--- config.mk ---
export PLATFORM = sky130hd
export DESIGN_NAME = hub75_bcm_scheduler
export DESIGN_NICKNAME = d
export VERILOG_FILES = /design/src/rtl/hub75_pkg.sv /design/src/rtl/hub75_oe_timer.sv /design/src/rtl/hub75_bcm_scheduler.sv
export SDC_FILE = /design/constraint.sdc
export NUM_CORES = 1
export LEC_CHECK = 0
export ABC_AREA = 1
export BUFFER_PORTS_ARGS = -buffer_cell sky130_fd_sc_hd__buf_2
export CAP_MARGIN = 20
export CORE_ASPECT_RATIO = 0.8
export CORE_UTILIZATION = 50
export CTS_CLUSTER_SIZE = 16
export DETAILED_ROUTE_END_ITERATION = 10
export PLACE_DENSITY = 0.73
export SLEW_MARGIN = 20
export SYNTH_ARGS = -nofsm -noshare
export SYNTH_HDL_FRONTEND = slang
export SYNTH_HIERARCHICAL = 1
export SYNTH_SLANG_ARGS = --single-unit
export TNS_END_PERCENT = 30
--- constraint.sdc ---
create_clock -name clk -period 2.2 [get_ports clk]
set_clock_uncertainty 0.2 [all_clocks]
set_input_delay 0.22 -clock clk [delete_from_list [all_inputs] [get_ports clk]]
set_output_delay 0.22 -clock clk [all_outputs]
set_load 0.03 [all_outputs]
--- src/rtl/hub75_pkg.sv ---
// Shared types and helpers for the HUB75 frame scheduler.
package hub75_pkg;

  typedef enum logic [2:0] {
    IDLE,
    START,
    SHIFT,
    BLANK,
    DISPLAY
  } sched_state_t;

  // OE-on time for a bit plane; a zero base still lights the panel for one cycle.
  function automatic logic [31:0] weighted_period(input logic [7:0] base, input logic [31:0] plane);
    logic [31:0] unit;
    unit = (base == 8'd0) ? 32'd1 : {24'd0, base};
    return unit << plane;
  endfunction

endpackage

--- src/rtl/hub75_oe_timer.sv ---
// Loadable down-counter; done is high during the last cycle of the loaded interval.
module hub75_oe_timer #(
  parameter int width_p = 10
) (
  input  logic               clk,
  input  logic               rst_n,
  input  logic               start,
  input  logic [width_p-1:0] load_value,
  output logic               done
);

  logic [width_p-1:0] count_q;

  always_ff @(posedge clk) begin
    if (!rst_n) begin
      count_q <= '0;
    end else if (start) begin
      count_q <= load_value;
    end else if (count_q != '0) begin
      count_q <= count_q - 1'b1;
    end
  end

  assign done = (count_q == width_p'(1));

endmodule

--- src/rtl/hub75_bcm_scheduler.sv ---
// Frame sequencer: walks rows and bit planes, commands the color shifter and
// drives row address / OE with binary-weighted on-times.
module hub75_bcm_scheduler
  import hub75_pkg::*;
#(
  parameter int hpixel_p   = 64,
  parameter int vpixel_p   = 64,
  parameter int bpp_p      = 8,
  parameter int segments_p = 2,
  parameter int blank_p    = 2,
  localparam int rows_p          = vpixel_p / segments_p,
  localparam int row_width_p     = $clog2(rows_p),
  localparam int addr_width_p    = $clog2(hpixel_p * vpixel_p),
  localparam int pix_bit_width_p = $clog2(bpp_p)
) (
  input  logic                       clk,
  input  logic                       rst_n,
  input  logic                       i_enable,
  input  logic [7:0]                 i_base_period,
  output logic                       o_busy,
  output logic                       o_frame_done,
  output logic                       o_tx_start,
  output logic [addr_width_p-1:0]    o_init_addr,
  output logic [pix_bit_width_p-1:0] o_pix_bit,
  input  logic                       i_tx_ready,
  output logic [row_width_p-1:0]     o_row_addr,
  output logic                       o_oe_n
);

  localparam int timer_width_p = 8 + bpp_p;
  localparam logic [row_width_p-1:0]     last_row_c   = row_width_p'(rows_p - 1);
  localparam logic [pix_bit_width_p-1:0] last_plane_c = pix_bit_width_p'(bpp_p - 1);

  sched_state_t                 state_q, state_d;
  logic [row_width_p-1:0]       row_q, row_d;
  logic [pix_bit_width_p-1:0]   plane_q, plane_d;
  logic [7:0]                   base_q, base_d;
  logic                         guard_q, guard_d;

  logic                         tx_start_d, oe_n_d, frame_done_d;
  logic [addr_width_p-1:0]      init_addr_d;
  logic [pix_bit_width_p-1:0]   pix_bit_d;
  logic [row_width_p-1:0]       row_addr_d;

  logic                         timer_start, timer_done;
  logic [timer_width_p-1:0]     timer_value, display_period;

  assign display_period = timer_width_p'(weighted_period(base_q, 32'(plane_q)));

  hub75_oe_timer #(.width_p(timer_width_p)) u_oe_timer (
    .clk        (clk),
    .rst_n      (rst_n),
    .start      (timer_start),
    .load_value (timer_value),
    .done       (timer_done)
  );

  // Outputs are computed for the state being entered so the registered
  // versions line up exactly with the state they belong to.
  always_comb begin
    state_d      = state_q;
    row_d        = row_q;
    plane_d      = plane_q;
    base_d       = base_q;
    guard_d      = 1'b0;
    tx_start_d   = 1'b0;
    init_addr_d  = o_init_addr;
    pix_bit_d    = o_pix_bit;
    row_addr_d   = o_row_addr;
    oe_n_d       = 1'b1;
    frame_done_d = 1'b0;
    timer_start  = 1'b0;
    timer_value  = timer_width_p'(blank_p);

    case (state_q)
      IDLE: begin
        if (i_enable && i_tx_ready) begin
          row_d   = '0;
          plane_d = '0;
          state_d = START;
        end
      end
      START: begin
        if (i_tx_ready) begin
          tx_start_d  = 1'b1;
          init_addr_d = addr_width_p'(row_q) * addr_width_p'(hpixel_p);
          pix_bit_d   = plane_q;
          base_d      = i_base_period;
          guard_d     = 1'b1;
          state_d     = SHIFT;
        end
      end
      SHIFT: begin
        // The shifter only drops ready after it has seen the start pulse.
        if (!guard_q && i_tx_ready) begin
          row_addr_d  = row_q;
          timer_start = 1'b1;
          timer_value = timer_width_p'(blank_p);
          state_d     = BLANK;
        end
      end
      BLANK: begin
        if (timer_done) begin
          timer_start = 1'b1;
          timer_value = display_period;
          oe_n_d      = 1'b0;
          state_d     = DISPLAY;
        end
      end
      DISPLAY: begin
        if (!timer_done) begin
          oe_n_d = 1'b0;
        end else if (plane_q != last_plane_c) begin
          plane_d = plane_q + 1'b1;
          state_d = START;
        end else begin
          plane_d = '0;
          if (row_q != last_row_c) begin
            row_d   = row_q + 1'b1;
            state_d = START;
          end else begin
            row_d        = '0;
            frame_done_d = 1'b1;
            state_d      = i_enable ? START : IDLE;
          end
        end
      end
      default: state_d = IDLE;
    endcase
  end

  always_ff @(posedge clk) begin
    if (!rst_n) begin
      state_q      <= IDLE;
      row_q        <= '0;
      plane_q      <= '0;
      base_q       <= '0;
      guard_q      <= 1'b0;
      o_busy       <= 1'b0;
      o_frame_done <= 1'b0;
      o_tx_start   <= 1'b0;
      o_init_addr  <= '0;
      o_pix_bit    <= '0;
      o_row_addr   <= '0;
      o_oe_n       <= 1'b1;
    end else begin
      state_q      <= state_d;
      row_q        <= row_d;
      plane_q      <= plane_d;
      base_q       <= base_d;
      guard_q      <= guard_d;
      o_busy       <= (state_d != IDLE);
      o_frame_done <= frame_done_d;
      o_tx_start   <= tx_start_d;
      o_init_addr  <= init_addr_d;
      o_pix_bit    <= pix_bit_d;
      o_row_addr   <= row_addr_d;
      o_oe_n       <= oe_n_d;
    end
  end

endmodule

* Word level (Yosys, flattened, before mapping)
Index checks and enable logic that the tools add are counted.
** Word-level totals
- Logic and storage cells :: 74
- Output and inout bits :: 24
- Bits in registers :: 52
** Operators by class
- Bitwise logic cells :: 3
- Eq/ne operators :: 10
- Mux-type cells :: 30
- Reduce and logical (&&, ||, !) cells :: 15
- Add/sub/neg operators :: 3
- Shifts and indexed selects :: 1
** Operators by type and width (count)
- two-way mux 16 bit :: 4
- two-way mux 3 bit :: 8
- two-way mux 5 bit :: 4
- equality test 16 x 1 -> 1 bit, second input constant :: 1
- nonzero test 16 bit :: 1
- left shift 8 x 3 -> 16 bit :: 1
- subtractor 16 x 1 -> 16 bit, second input constant :: 1
- one-hot mux 3 bit (5 select lines) :: 1
- one-hot mux 5 bit (2 select lines) :: 1
- zero test 8 bit :: 1
- two-way mux 1 bit :: 8
- two-way mux 8 bit :: 1
- equality test 3 x 2 -> 1 bit, second input constant :: 2
- != test 2 bit, second input constant :: 3
- one-hot mux 3 bit (2 select lines) :: 1
- AND reduction 2 bit :: 3
- adder 5 x 1 -> 5 bit, second input constant :: 1
- != test 5 bit, second input constant :: 1
- one-hot mux 1 bit (2 select lines) :: 2
- AND reduction 4 bit :: 1
- nonzero test 2 bit :: 2
- OR reduction 4 bit :: 1
- adder 3 x 1 -> 3 bit, second input constant :: 1
- equality test 3 x 1 -> 1 bit, second input constant :: 1
- other kinds (8) :: 11

* Logic depth before layout (Yosys ltp)
- Depth after elaboration :: 6
- Mapped depth :: 15

* Hierarchy
Netlist, hierarchy kept.
** Modules (own cells, without submodules)
- hub75_bcm_scheduler :: times used 1, sequential area each 720.7 µm², cells an instance 269, area an instance 1839.3 µm²
- hub75_oe_timer :: times used 1, sequential area each 320.3 µm², cells an instance 178, area an instance 1138.6 µm²

* Least setup slack after synthesis
Ideal clock, no wire load.
- Path kind :: reg2reg
- Start point :: register u_oe_timer.count_q[13]
- End point :: register u_oe_timer.count_q[11]
- Cell stages (with the launch flop) :: 16
- Clock period less this slack :: 2316 ps
- Setup slack :: -116 ps
- Library setup time :: 118 ps
- Arrival time :: 1998 ps
- Cells stage by stage :: dfxtp_1 -> nor2_2 -> nand2_1 -> inv_1 -> nand3_1 -> nor3_1 -> inv_1 -> nor2_2 -> inv_2 -> nand2_1 -> inv_1 -> or2_2 -> nand2_1 -> inv_1 -> nand2_1 -> nor2_1
** On the way
- Longest elaborated chain between the ends :: 4
** RTL lines
- from (decl) :: RTL line hub75_oe_timer.sv:12 : logic [width_p-1:0] count_q;
- from (signal assigned) :: RTL line hub75_oe_timer.sv:18 : count_q <= load_value;
- from (signal assigned) :: RTL line hub75_oe_timer.sv:20 : count_q <= count_q - 1'b1;
- equality test 16 x 1 -> 1 bit * :: RTL line hub75_oe_timer.sv:24 : assign done = (count_q == width_p'(1));
- named net timer_done :: RTL line hub75_bcm_scheduler.sv:45 : logic timer_start, timer_done;
- two-way mux 1 bit * :: RTL line hub75_bcm_scheduler.sv:103 : if (timer_done) begin
- one-hot mux 1 bit (2 select lines) * :: RTL line hub75_bcm_scheduler.sv:75 : case (state_q)
- named net timer_start :: RTL line hub75_bcm_scheduler.sv:45
- two-way mux 16 bit or nonzero test 2 bit (tied branches)
The timed path passes the listed nets; every way through them passes the cells marked *.
A chain may end at the register's enable or synchronous reset.

* Worst setup path after layout
- Start point :: register u_oe_timer.count_q[14]
- End point :: register u_oe_timer.count_q[14]
The elaborated chain is that of the path after synthesis.

==> flow_summary.json <==
{
  "synth_area_sq_mm": 0.00298,
  "fin_area_sq_mm": 0.00363,
  "ys.flop_type": "dfxtp_1",
  "gp_congestion": 0.905,
  "grt_pass1_wl_microns": 12700,
  "final_cells": 587,
  "die_h_microns": 71.0,
  "routed_wl_microns": 7710,
  "synth_edf_count": 0,
  "root_buffer": "clkbuf_8",
  "cpPeakStageDelay_ns": 0.34,
  "cts_tree": "built",
  "ys_ff_latch": 52,
  "core_area_sq_mm": 0.00559,
  "viasPerCell": 5.18,
  "grt.total_usage_pct": 25.9,
  "internal_power_uw": 1910,
  "placement.cell_area_sq_mm": 0.00330,
  "worst_path_max_delay_cell": "dfxtp_2",
  "async_flop_share_pct": 0,
  "wl_per_cell_microns": 13.1,
  "ioPinCount": 36,
  "final_nets": 526,
  "sw_frac_of_total_pct": 42.8,
  "fin_crit_sh_pct": 98.9,
  "critPathKind": "register to register",
  "arrival_ns": 2.18,
  "seq_power_share_pct": 35.3,
  "synth-xor-area-share_pct": 1.76,
  "cts_buffer_depth": 2,
  "p_sw_uw": 1430,
  "chipWidth_microns": 88.3,
  "syn_to_final_growth_pct": 21.9,
  "synth_compound_area_share_pct": 15.2,
  "slew_violations": 0,
  "critical_path.max_fanout": 8,
  "period_minus_slack_ns": 2.18,
  "cpMostUsedCell": "nand2_1",
  "p_leak_uw": 0.00169,
  "rsz0062_at_grt": "true",
  "min_path_type": "input port to register",
  "combinationalPowerShare_pct": 46.3,
  "status": "finished, final reports clean",
  "synth_most_common_cell": "nand2_1",
  "pwr_density_cell_mw_per_mm2": 922,
  "crit_chain": "nor2_2 > nand2_1 > inv_2 > nand3_2 > nor3_4 > inv_2 > nor2_4 > inv_4 > nand2_4 > inv_8 > or2_2 > nand2_1 > inv_1 > nand2_1 > nor2_1",
  "htreeDepth": 2,
  "fp.dieArea_sq_mm": 0.00627,
  "hpwl_microns": 5460,
  "nFillCells": 465,
  "p_clk_share_pct": 18.4,
  "antenna_cells": 0,
  "numCtsBuffers": 5,
  "synth_top_area_share_pct": 35.0,
  "setup_viol": 0,
  "syn_avg_cell_area_sq_um": 6.66,
  "yosysTopAreaCell": "dfxtp_1",
  "synth_fa_ha_area_share_pct": 2.52,
  "clk_pin_slew_ns": 0.10,
  "dp.cells": 562,
  "ys_types": 33,
  "drive_gt1_share_pct": 22.8,
  "ys_top_cells_by_count": "nand2_1, nor2_1, dfxtp_1, inv_1, o21ai_0",
  "peakVddDrop_mv": 0.419,
  "report.final.hold_viol_count": 0,
  "yosysSeqAreaShare_pct": 35.0,
  "synthTopCellsByArea": "dfxtp_1, nand2_1, o21ai_0",
  "first_pass_iters": 6,
  "grt_max_degree": 33,
  "route.vias.total": 3040,
  "grt_overflow": 0,
  "portBuffers": 28,
  "synth-simple-area-share_pct": 35.0,
  "synth_top_family_by_area": "simple AND/OR/NAND/NOR gates",
  "drtIter0Drc": 310,
  "power_uw": 3350,
  "ant_nets": 0,
  "insertion_delay_ns": 0.32,
  "ys_warn_count": 6,
  "drc": 0,
  "start_kind": "register",
  "syn_inst": 447,
  "clock_sink_count": 52,
  "grt_antenna_before_repair": 0,
  "worstPathRequired_ns": 2.21,
  "drv_cap": 0,
  "synthMuxAreaShare_pct": 0,
  "num_rows": 24,
  "crit_path_end_kind": "register",
  "grt_pass1_vias": 2747,
  "initial_core_util_pct": 53.3,
  "fmaxAchievable_ghz": 0.459
}
layout make-up:
cell class	instances	area, sq um	share of cell area (%)
Sequential cell	52	1050	28.8
Tap cell	78	97.6	2.69
Multi-Input combinational cell	330	1720	47.3
Clock buffer	6	82.6	2.27
Inverter	55	221	6.10
Timing Repair Buffer	64	447	12.3
Clock inverter	2	17.5	0.482
cell families after synthesis:
logic type / after synthesis
flip-flops: 52
XOR/XNOR: 6
other: 1
AO/OA/AOI/OAI: 89
buffers and inverters: 72
adder cells (fa/ha/maj): 6
AND/OR/NAND/NOR: 221
final timing paths:
kind                                             from                             endpoint  slack, ns  cells past startpoint
setup / recovery  u_oe_timer/count_q[14]$_SDFFE_PN0P_  u_oe_timer/count_q[14]$_SDFFE_PN0P_       0.02                     15
hold / removal                                  rst_n   u_oe_timer/count_q[5]$_SDFFE_PN0P_       0.04                      3
setup reg to reg  u_oe_timer/count_q[14]$_SDFFE_PN0P_  u_oe_timer/count_q[14]$_SDFFE_PN0P_       0.02                     15
hold reg to reg                base_q[0]$_SDFFE_PN0P_               base_q[0]$_SDFFE_PN0P_       0.28                      2
what timing repair did:
action	4_1_cts	5_1_grt
pin swaps	1	15
resized for setup	3	29
buffers inserted	0	9
endpoints found under the hold margin	8	0
hold buffers	8	0
endpoints found under the setup margin	9	20
power by group through the flow:
stage	Sequential [uW]	Clock, uW	Combinational (uW)
after global placement	1190	0	1410
after global routing	1190	654	1720
final	1180	615	1550
after detailed placement	1190	0	1430
after floorplan	1200	0	1040
after CTS	1170	620	1450
placed cells by master (no fill, tap or decap), types with 4 or more instances in the layout:
| cell type | synthesis | layout |
|---|---|---|
| nand2_2 | 6 | 7 |
| inv_1 | 49 | 45 |
| o21ai_1 | 5 | 6 |
| dfxtp_1 | 52 | 48 |
| nor2_4 | 5 | 6 |
| ha_1 | 6 | 6 |
| a21oi_1 | 34 | 33 |
| nand3_1 | 25 | 24 |
| nand2_1 | 98 | 95 |
| nand4_1 | 5 | 5 |
| clkbuf_8 | 0 | 6 |
| dfxtp_2 | 0 | 4 |
| xor2_1 | 6 | 6 |
| buf_4 | 7 | 26 |
| nand2_4 | 3 | 4 |
| nor2_2 | 5 | 7 |
| conb_1 | 1 | 8 |
| nor2_1 | 60 | 57 |
| o21ai_0 | 46 | 43 |
| inv_2 | 5 | 5 |
| dlygate4sd3_1 | 0 | 8 |
| or2_2 | 4 | 4 |
| buf_2 | 4 | 28 |
critical path: cells and delay by family, from the launching register on:
family	cells	cell delay, ns
buffers and inverters	5	0.33
AND/OR/NAND/NOR	10	1.21
flip-flops	1	0.34
metal layers:
metal  track usage (%)  up-vias  part of all wire, %
met1              39.0     1402                   49
met2              37.5       95                   45
met5                 0        -                    0
li1                  -     1536                    -
met3              4.78        7                  6.1
met4              6.99        0                 0.69
sequential cells by signal, indices dropped and copies added, names as in the netlist:
register            cells
base_q                  8
guard_q                 1
o_busy                  1
o_frame_done            1
o_init_addr             5
o_oe_n                  1
o_pix_bit               3
o_row_addr              5
plane_q                 3
row_q                   5
state_q                 3
u_oe_timer/count_q     16
metrics by stage:
| stage | hold WS (ns) | TNS (ns) | setup WS, ns | util, % |
|---|---|---|---|---|
| finish | 0.0381 | 0 | 0.0232 | 65.0 |
| CTS | 0.0269 | 0 | 0.0143 | 62.4 |
| detailed placement | 0.266 | -0.0911 | -0.0648 | 59.1 |
| global route | 0.0444 | -0.719 | -0.126 | 65.0 |
| global placement | 0.257 | 0 | 0.0282 | 59.1 |
| floorplan | 0.158 | 0 | 0.0152 | - |
Note: power is estimated with default switching activity, not from simulation.
